## config.mk

```make
export PLATFORM = sky130hd
export DESIGN_NAME = mips_iter_divider
export DESIGN_NICKNAME = d
export VERILOG_FILES = /design/src/rtl/mips_div_pkg.sv /design/src/rtl/div_step.sv /design/src/rtl/mips_iter_divider.sv
export SDC_FILE = /design/constraint.sdc
export NUM_CORES = 1
export LEC_CHECK = 0
export ABC_AREA = 1
export CORE_ASPECT_RATIO = 2
export CORE_MARGIN = 1
export CORE_UTILIZATION = 55
export DETAILED_ROUTE_END_ITERATION = 10
export PLACE_DENSITY = 0.8
export SLEW_MARGIN = 25
export SYNTH_ARGS = -nofsm -noshare
export SYNTH_HDL_FRONTEND = slang
export SYNTH_SLANG_ARGS = --single-unit
```

## constraint.sdc

```tcl
create_clock -name clk -period 7.1 [get_ports clk]
set_input_delay 1.065 -clock clk [delete_from_list [all_inputs] [get_ports clk]]
set_output_delay 1.065 -clock clk [all_outputs]
set_load 0.01 [all_outputs]
```

## src/rtl/mips_div_pkg.sv

```systemverilog
// Shared types and constants for the iterative MIPS DIV/DIVU unit.
// DIV_LATENCY counts cycles from the accept edge to the done pulse and is used to size stalls.
package mips_div_pkg;

   typedef enum logic [1:0] {
      IDLE,
      CALC,
      SIGN,
      DONE
   } div_state_e;

   localparam int unsigned DIV_WIDTH   = 32;
   localparam int unsigned DIV_LATENCY = DIV_WIDTH + 2;

endpackage

```

## src/rtl/div_step.sv

```systemverilog
// One restoring-division iteration: shift the next dividend bit into the partial remainder
// and subtract the divisor. The borrow out of the WIDTH+1-bit difference selects restore.
module div_step #(
   parameter int unsigned WIDTH = 32
) (
   input  logic [WIDTH-1:0] rem_i,
   input  logic [WIDTH-1:0] quo_i,
   input  logic [WIDTH-1:0] dvs_i,
   output logic [WIDTH-1:0] rem_o,
   output logic [WIDTH-1:0] quo_o,
   output logic             borrow_o
);

   logic [WIDTH:0] trial;

   always_comb begin
      trial    = {rem_i, quo_i[WIDTH-1]} - {1'b0, dvs_i};
      borrow_o = trial[WIDTH];
      // Restored value drops the shifted-out MSB: when it is set no borrow can occur.
      rem_o    = borrow_o ? {rem_i[WIDTH-2:0], quo_i[WIDTH-1]} : trial[WIDTH-1:0];
      quo_o    = {quo_i[WIDTH-2:0], ~borrow_o};
   end

endmodule

```

## src/rtl/mips_iter_divider.sv

```systemverilog
// Multi-cycle restoring divider for MIPS DIV/DIVU: quotient feeds LO, remainder feeds HI.
// Fixed latency regardless of operands; divide-by-zero returns all-ones / raw dividend.
module mips_iter_divider
   import mips_div_pkg::*;
#(
   parameter int unsigned WIDTH = DIV_WIDTH
) (
   input  logic             clk,
   input  logic             rst,
   input  logic             start,
   input  logic             is_signed,
   input  logic [WIDTH-1:0] dividend,
   input  logic [WIDTH-1:0] divisor,
   output logic             busy,
   output logic             done,
   output logic [WIDTH-1:0] quotient,
   output logic [WIDTH-1:0] remainder,
   output logic             div_by_zero
);

   localparam int unsigned CNT_W = $clog2(WIDTH) + 1;

   div_state_e       state_q, state_d;
   logic [CNT_W-1:0] cnt_q, cnt_d;
   logic [WIDTH-1:0] rem_q, rem_d;
   logic [WIDTH-1:0] quo_q, quo_d;
   logic [WIDTH-1:0] dvs_q, dvs_d;
   logic [WIDTH-1:0] dvd_raw_q, dvd_raw_d;
   logic             q_neg_q, q_neg_d;
   logic             r_neg_q, r_neg_d;
   logic             dz_q, dz_d;
   logic [WIDTH-1:0] quotient_q, quotient_d;
   logic [WIDTH-1:0] remainder_q, remainder_d;
   logic             dz_out_q, dz_out_d;

   logic [WIDTH-1:0] step_rem, step_quo;
   logic             step_borrow;
   logic             accept;

   div_step #(
      .WIDTH (WIDTH)
   ) u_div_step (
      .rem_i    (rem_q),
      .quo_i    (quo_q),
      .dvs_i    (dvs_q),
      .rem_o    (step_rem),
      .quo_o    (step_quo),
      .borrow_o (step_borrow)
   );

   assign accept = start & ((state_q == IDLE) | (state_q == DONE));

   always_comb begin
      state_d     = state_q;
      cnt_d       = cnt_q;
      rem_d       = rem_q;
      quo_d       = quo_q;
      dvs_d       = dvs_q;
      dvd_raw_d   = dvd_raw_q;
      q_neg_d     = q_neg_q;
      r_neg_d     = r_neg_q;
      dz_d        = dz_q;
      quotient_d  = quotient_q;
      remainder_d = remainder_q;
      dz_out_d    = dz_out_q;

      unique case (state_q)
         IDLE: ;
         CALC: begin
            rem_d = step_rem;
            quo_d = step_quo;
            cnt_d = cnt_q - CNT_W'(1);
            if (cnt_q == CNT_W'(1)) state_d = SIGN;
         end
         SIGN: begin
            if (dz_q) begin
               quotient_d  = '1;
               remainder_d = dvd_raw_q;
               dz_out_d    = 1'b1;
            end else begin
               quotient_d  = q_neg_q ? -quo_q : quo_q;
               remainder_d = r_neg_q ? -rem_q : rem_q;
               dz_out_d    = 1'b0;
            end
            state_d = DONE;
         end
         DONE: state_d = IDLE;
         default: state_d = IDLE;
      endcase

      // The quotient register starts out holding |dividend| and shifts it out MSB-first.
      if (accept) begin
         quo_d     = (is_signed & dividend[WIDTH-1]) ? -dividend : dividend;
         dvs_d     = (is_signed & divisor[WIDTH-1]) ? -divisor : divisor;
         dvd_raw_d = dividend;
         q_neg_d   = is_signed & (dividend[WIDTH-1] ^ divisor[WIDTH-1]);
         r_neg_d   = is_signed & dividend[WIDTH-1];
         dz_d      = (divisor == '0);
         rem_d     = '0;
         cnt_d     = CNT_W'(WIDTH);
         state_d   = CALC;
      end
   end

   always_ff @(posedge clk or posedge rst) begin
      if (rst) begin
         state_q     <= IDLE;
         cnt_q       <= '0;
         rem_q       <= '0;
         quo_q       <= '0;
         dvs_q       <= '0;
         dvd_raw_q   <= '0;
         q_neg_q     <= 1'b0;
         r_neg_q     <= 1'b0;
         dz_q        <= 1'b0;
         quotient_q  <= '0;
         remainder_q <= '0;
         dz_out_q    <= 1'b0;
      end else begin
         state_q     <= state_d;
         cnt_q       <= cnt_d;
         rem_q       <= rem_d;
         quo_q       <= quo_d;
         dvs_q       <= dvs_d;
         dvd_raw_q   <= dvd_raw_d;
         q_neg_q     <= q_neg_d;
         r_neg_q     <= r_neg_d;
         dz_q        <= dz_d;
         quotient_q  <= quotient_d;
         remainder_q <= remainder_d;
         dz_out_q    <= dz_out_d;
      end
   end

   assign busy        = (state_q == CALC) | (state_q == SIGN);
   assign done        = (state_q == DONE);
   assign quotient    = quotient_q;
   assign remainder   = remainder_q;
   assign div_by_zero = dz_out_q;

endmodule

```

# Word level (Yosys, flattened, before mapping)
# Index checks and enable logic that the tools add are counted.
[classes] addsub=6 eq_ne=5 muxes=17 bitwise=8 reduce_logical=5
[op_table] op="2-to-1 mux 32 bit" count=11
[op_table] op="negator 32 bit" count=4
[op_table] op="subtractor 33 x 32 -> 33 bit" count=1
[op_table] op="zero test 32 bit" count=1
[op_table] op="2-to-1 mux 6 bit" count=2
[op_table] op="equality test 6 x 1 -> 1 bit, second input constant" count=1
[op_table] op="one-hot mux 2 bit (3 select lines)" count=1
[op_table] op="subtractor 6 x 1 -> 6 bit, second input constant" count=1
[op_table] op="AND 1 bit" count=4
[op_table] op="equality test 2 bit, second input constant" count=2
[op_table] op="2-to-1 mux 2 bit" count=2
[op_table] op="nonzero test 4 bit" count=1
[op_table] op="inequality test 3 bit, second input constant" count=1
[op_table] op="equality test 2 x 1 -> 1 bit, second input constant" count=1
[op_table] op="zero test 2 bit" count=1
[op_table] op="bitwise OR 1 bit" count=2
[op_table] op="AND reduction 2 bit" count=1
[op_table] op="nonzero test 2 bit" count=1
[op_table] op="2-to-1 mux 1 bit" count=1
[op_table] op="inverter 1 bit" count=1
[op_table] op="XOR 1 bit" count=1
[word_totals] ff_bits=204 in_bits=68 output_inout_bits=67 elab_cells=53

# Logic depth before layout (Yosys ltp)
[depth] ltp_word=5 mapped_depth=18

# Cells and area by module
# Synthesis repeated with hierarchy kept, for this count alone.
[hier_totals] cells_unflattened=2416 area_unflattened_um2=15529.9
[modules_own_cells] mod="mips_iter_divider" instances=1 cells_each=1705 area_per_inst_um2=12092.8 seq_area_each_um2=5104.9
[modules_own_cells] mod="div_step" instances=1 cells_each=711 area_per_inst_um2=3437.0 seq_area_each_um2=0.0

# Worst setup path after synthesis
# Ideal clock, no wire load.
[synth_path] path_kind="input-to-reg" start="in dividend[0]" end="reg quo_q[28]" arrival_time_ns=2.312 slack_ns=4.674 cell_stages=13 cell_sequence="inv_1 > ha_1 > nand3_1 > nor2_1 > nand2_1 > nor2_2 > nand3_1 > nand2_1 > nand3_1 > nand3_1 > nand3_1 > nand2_1 > inv_1"
[synth_via] elab_chain_len=3
[synth_rtl] element="start: declaration" line="mips_iter_divider.sv:12" source="input logic [WIDTH-1:0] dividend,"
[synth_rtl] element="negator 32 bit" line="mips_iter_divider.sv:93" source="quo_d = (is_signed & dividend[WIDTH-1]) ? -dividend : dividend;"
[synth_rtl] element="2-to-1 mux 32 bit" line="mips_iter_divider.sv:93"
[synth_rtl] element="2-to-1 mux 32 bit" line="mips_iter_divider.sv:92" source="if (accept) begin"
[synth_rtl] element="end signal: assignment" line="mips_iter_divider.sv:123" source="quo_q <= quo_d;"
[synth_rtl] element="end: declaration" line="mips_iter_divider.sv:26" source="logic [WIDTH-1:0] quo_q, quo_d;"
# Every way passes these cells.
# A chain may end at the register's enable or synchronous reset.

# Final worst setup path
[layout_path] start="in is_signed" end="reg quo_q[9]"
[layout_via] elab_chain_len=3
[layout_rtl] element="start: declaration" line="mips_iter_divider.sv:11" source="input logic is_signed,"
[layout_rtl] element="AND 1 bit" line="mips_iter_divider.sv:93"
[layout_rtl] element="2-to-1 mux 32 bit" line="mips_iter_divider.sv:93"
[layout_rtl] element="2-to-1 mux 32 bit" line="mips_iter_divider.sv:92"
# Every way passes these cells.

==> summary.log <==
qor: floorplanning.die_width 119 um
qor: finish.final.fill_count 2,515
qor: power.finalPower 8.43 mW
qor: placement.place_hpwl 38.7 mm
qor: finish.fin_util 64.2%
qor: route.drt-initial-drc-count 951
qor: finish.layout.nets 2,468
qor: synth.synth_area_in_compound_gates 11.9%
qor: finish.share_of_post_route_cells_with_drive_strength_above_1 5.90%
qor: critical_path.worstReg2RegEnd state_q[0]
qor: global_routing.first_global_vias 15,400
qor: clock_tree.clk_latency 530 ps
qor: clock_tree.hold_buffer_count_at_cts 0
qor: finish.diodes 0
qor: synth.asyncSetResetFlopFracSynth 100%
qor: global_routing.grt_usage 36.5%
qor: finish.multi_input_area 0.00819 mm2
qor: synth.avgSynthCellArea 6.60 um2
qor: critical_path.reg2regPathDepth 8
qor: synth.synth_area_leader_cell sky130_fd_sc_hd__dfrtp_1
qor: floorplanning.starting_density_of_the_core 55.8%
qor: synth.synth_fa_ha_area_share 3.73%
qor: route.remaining_drc_errors 0
qor: synth.synth-seq-area-share 34.1%
qor: placement.last_weighted_congestion_value_of_the_routability_driven_placer 0.985
qor: timing.setup_viol 0
qor: finish.layout.cells.most_common_list sky130_fd_sc_hd__nand2_1, sky130_fd_sc_hd__inv_1, sky130_fd_sc_hd__nand3_1
qor: finish.finalInstanceArea 0.0172 mm2
qor: floorplanning.die_height 235 um
qor: synth.synth_top_family_by_area simple AND/OR/NAND/NOR gates
qor: clock_tree.cts_tree done
qor: critical_path.ws_path_type in2reg
qor: synth.top_area_cell_type_share_of_the_netlist_area 34.1%
qor: synth.synth_nets 2,377
qor: clock_tree.cts_buffer_count 21
qor: clock_tree.htree_levels 1
qor: placement.dpl_cell_area 0.0165 mm2
qor: synth.yosys-mux-area-fraction 0%
qor: timing.timing.slew.headroom 35.8%
qor: timing.rsz0062_at_grt false
qor: route.routed_wl 50.4 mm
qor: critical_path.crit-reg2reg-launch state_q[0]
qor: timing.min_period 3520 ps
qor: placement.io_buffer_count 134
qor: critical_path.arrival_worst_endpoint 3970 ps
qor: run_status.outcome completed
qor: floorplanning.placementRows 85
qor: global_routing.grt_pass1_wl 79.2 mm
qor: synth.synth_flop_cell sky130_fd_sc_hd__dfrtp_1
qor: worst_hold_path.hold_path_class reg2reg
qor: placement.pre_cts_slack 3180 ps
qor: route.ant_nets 0
qor: route.route.detailed.wl_per_inst 18.5 um
qor: synth.syn-cell-area 0.0150 mm2
qor: critical_path.critical_path.startpoint is_signed
qor: timing.clock-skew-final 19.4 ps
qor: finish.seqCellArea 0.00510 mm2
qor: floorplanning.area_of_the_die 0.0279 mm2
qor: clock_tree.path_clk_slew 60 ps
qor: critical_path.worst_setup_path_start_kind primary input
qor: critical_path.critPathRequiredTime 7540 ps
qor: finish.final_common_cell sky130_fd_sc_hd__nand2_1
qor: synth.synthesis.instances 2,265
qor: clock_tree.cts_setup_buffers 0
qor: global_routing.overflow 0
qor: synth.synth-simple-area-share 36.9%
qor: critical_path.critical_path.endpoint_type flip-flop
qor: floorplanning.design.portCount 135
qor: power.power_density 490 mW/mm2
qor: route.detailroute.via_count 15,400
qor: synth.synthesis.yosys.warnings 0
qor: critical_path.crit_end quo_q[9]
qor: clock_tree.cts_buffer_depth 3
qor: global_routing.largest_net_degree_at_the_start_of_global_routing 83
qor: clock_tree.clock_tree.root_cell sky130_fd_sc_hd__clkbuf_16
qor: timing.fmax 284 MHz
qor: synth.ys_ff_latch 204
qor: critical_path.regToRegSetupSlack 4140 ps
qor: critical_path.path_max_fanout 12
qor: floorplanning.core_area 0.0268 mm2
qor: synth.netlist_top_cells_area sky130_fd_sc_hd__dfrtp_1, sky130_fd_sc_hd__nand2_1, sky130_fd_sc_hd__nand3_1
qor: power.worst_voltage_drop_across_the_vdd_grid 0.000293 V
qor: clock_tree.cts.repair.resized 0
qor: timing.fin_setup_tns 0 ps
qor: synth.post_synth_xor_area_fraction 1.99%
qor: power.power_leakage 8.64 nW
qor: timing.post-route-period-util 49.6%
qor: clock_tree.tritoncts_num_sinks 204
qor: timing.final.setup.worst_slack 3580 ps
qor: synth.synth_edf_count 0
qor: finish.flow.area_growth_from_synthesis 15.0%
qor: global_routing.grt_antenna_before_repair 0
qor: job.cap_viol_max_count 0
qor: route.dr.pass1.iters 7
qor: route.avgViaCountPerCell 5.68
qor: synth.synth_cell_type_count 54
qor: timing.worst_slew_pin_slew 955 ps
qor: timing.hold_viol 0
qor: timing.final_max_slew_viol_count 0
## where the power goes
group | leakage [nW] | internal, mW | total (mW) | switching [mW]
clock | 0.349 | 0.662 | 1.16 | 0.499
combinational | 5.78 | 1.75 | 5.11 | 3.36
sequential | 2.50 | 1.70 | 2.16 | 0.461
total | 8.64 | 4.11 | 8.43 | 4.32
## synthesized netlist by cell type (all sizes together), types with 4 or more instances
library cell  instances
o21bai               17
a41oi                 4
a31oi                20
xnor2                13
o22ai                13
clkbuf               53
o211ai               21
nor3                 44
nand4                29
ha                   43
or2                   7
inv                 350
nand3               286
nor2                184
o31ai                 4
nand2               679
xor2                 21
a22oi                 5
buf                  27
a21oi                67
o21ai               140
dfrtp               204
nand3b               12
## sequential cells by signal, indices dropped and copies added (netlist names), 2 cells and up
| register | cells |
|---|---|
| cnt_q | 6 |
| dvd_raw_q | 32 |
| dvs_q | 32 |
| quo_q | 32 |
| quotient | 32 |
| rem_q | 32 |
| remainder | 32 |
| state_q | 2 |
## critical path, stage by stage
cell,delay [ps]
sky130_fd_sc_hd__clkdlybuf4s50_1,750
sky130_fd_sc_hd__nand2_1,460
sky130_fd_sc_hd__nor2_1,850
sky130_fd_sc_hd__inv_1,340
sky130_fd_sc_hd__nor3_1,250
sky130_fd_sc_hd__a21oi_1,70
sky130_fd_sc_hd__a31oi_1,180
## metrics by stage
step                      hold slack (ps)  std cells
after floorplan                       450       2265
after global placement                462       2681
after detailed placement              465       2681
after CTS                             483       2719
after global routing                  504       2719
final                                 476       2719
## kinds of logic (layout without fill, tap and decap cells)
kind of cell | count (synthesis) | count (layout)
and+or+nand+nor | 1247 | 1247
DFF | 204 | 204
adders and majority gates | 44 | 44
AOI/OAI and AO/OA | 305 | 305
buffers and inverters | 431 | 537
xor gates and xnor gates | 34 | 34
## metal layers
metal	track usage (%)	routed length [um]	vias to the layer above
li1	-	-	7478
met1	35.5	17000	7208
met2	66.9	26300	562
met3	3.34	2130	198
met4	33.1	5050	0
met5	0	0	-
## area by class of cell
cell class	count	area share [%]
Inverter	351	7.71
Sequential cell	204	29.7
Multi-Input combinational cell	1630	47.6
Timing Repair Buffer	148	8.41
Clock buffer	29	3.46
Clock inverter	9	0.575
Tap cell	348	2.53
## worst min-delay path by stage
stage                                to  cells past startpoint          start  slack, ps
after global placement      div_by_zero                      2    div_by_zero        460
after global routing      dvd_raw_q[10]                      2  dvd_raw_q[10]        500
final                      quotient[28]                      2   quotient[28]        480
after floorplan           dvd_raw_q[26]                      2  dvd_raw_q[26]        450
after CTS                  quotient[28]                      2   quotient[28]        480
after detailed placement   quotient[28]                      2   quotient[28]        460
No activity file was read; power rests on OpenSTA's default activity.
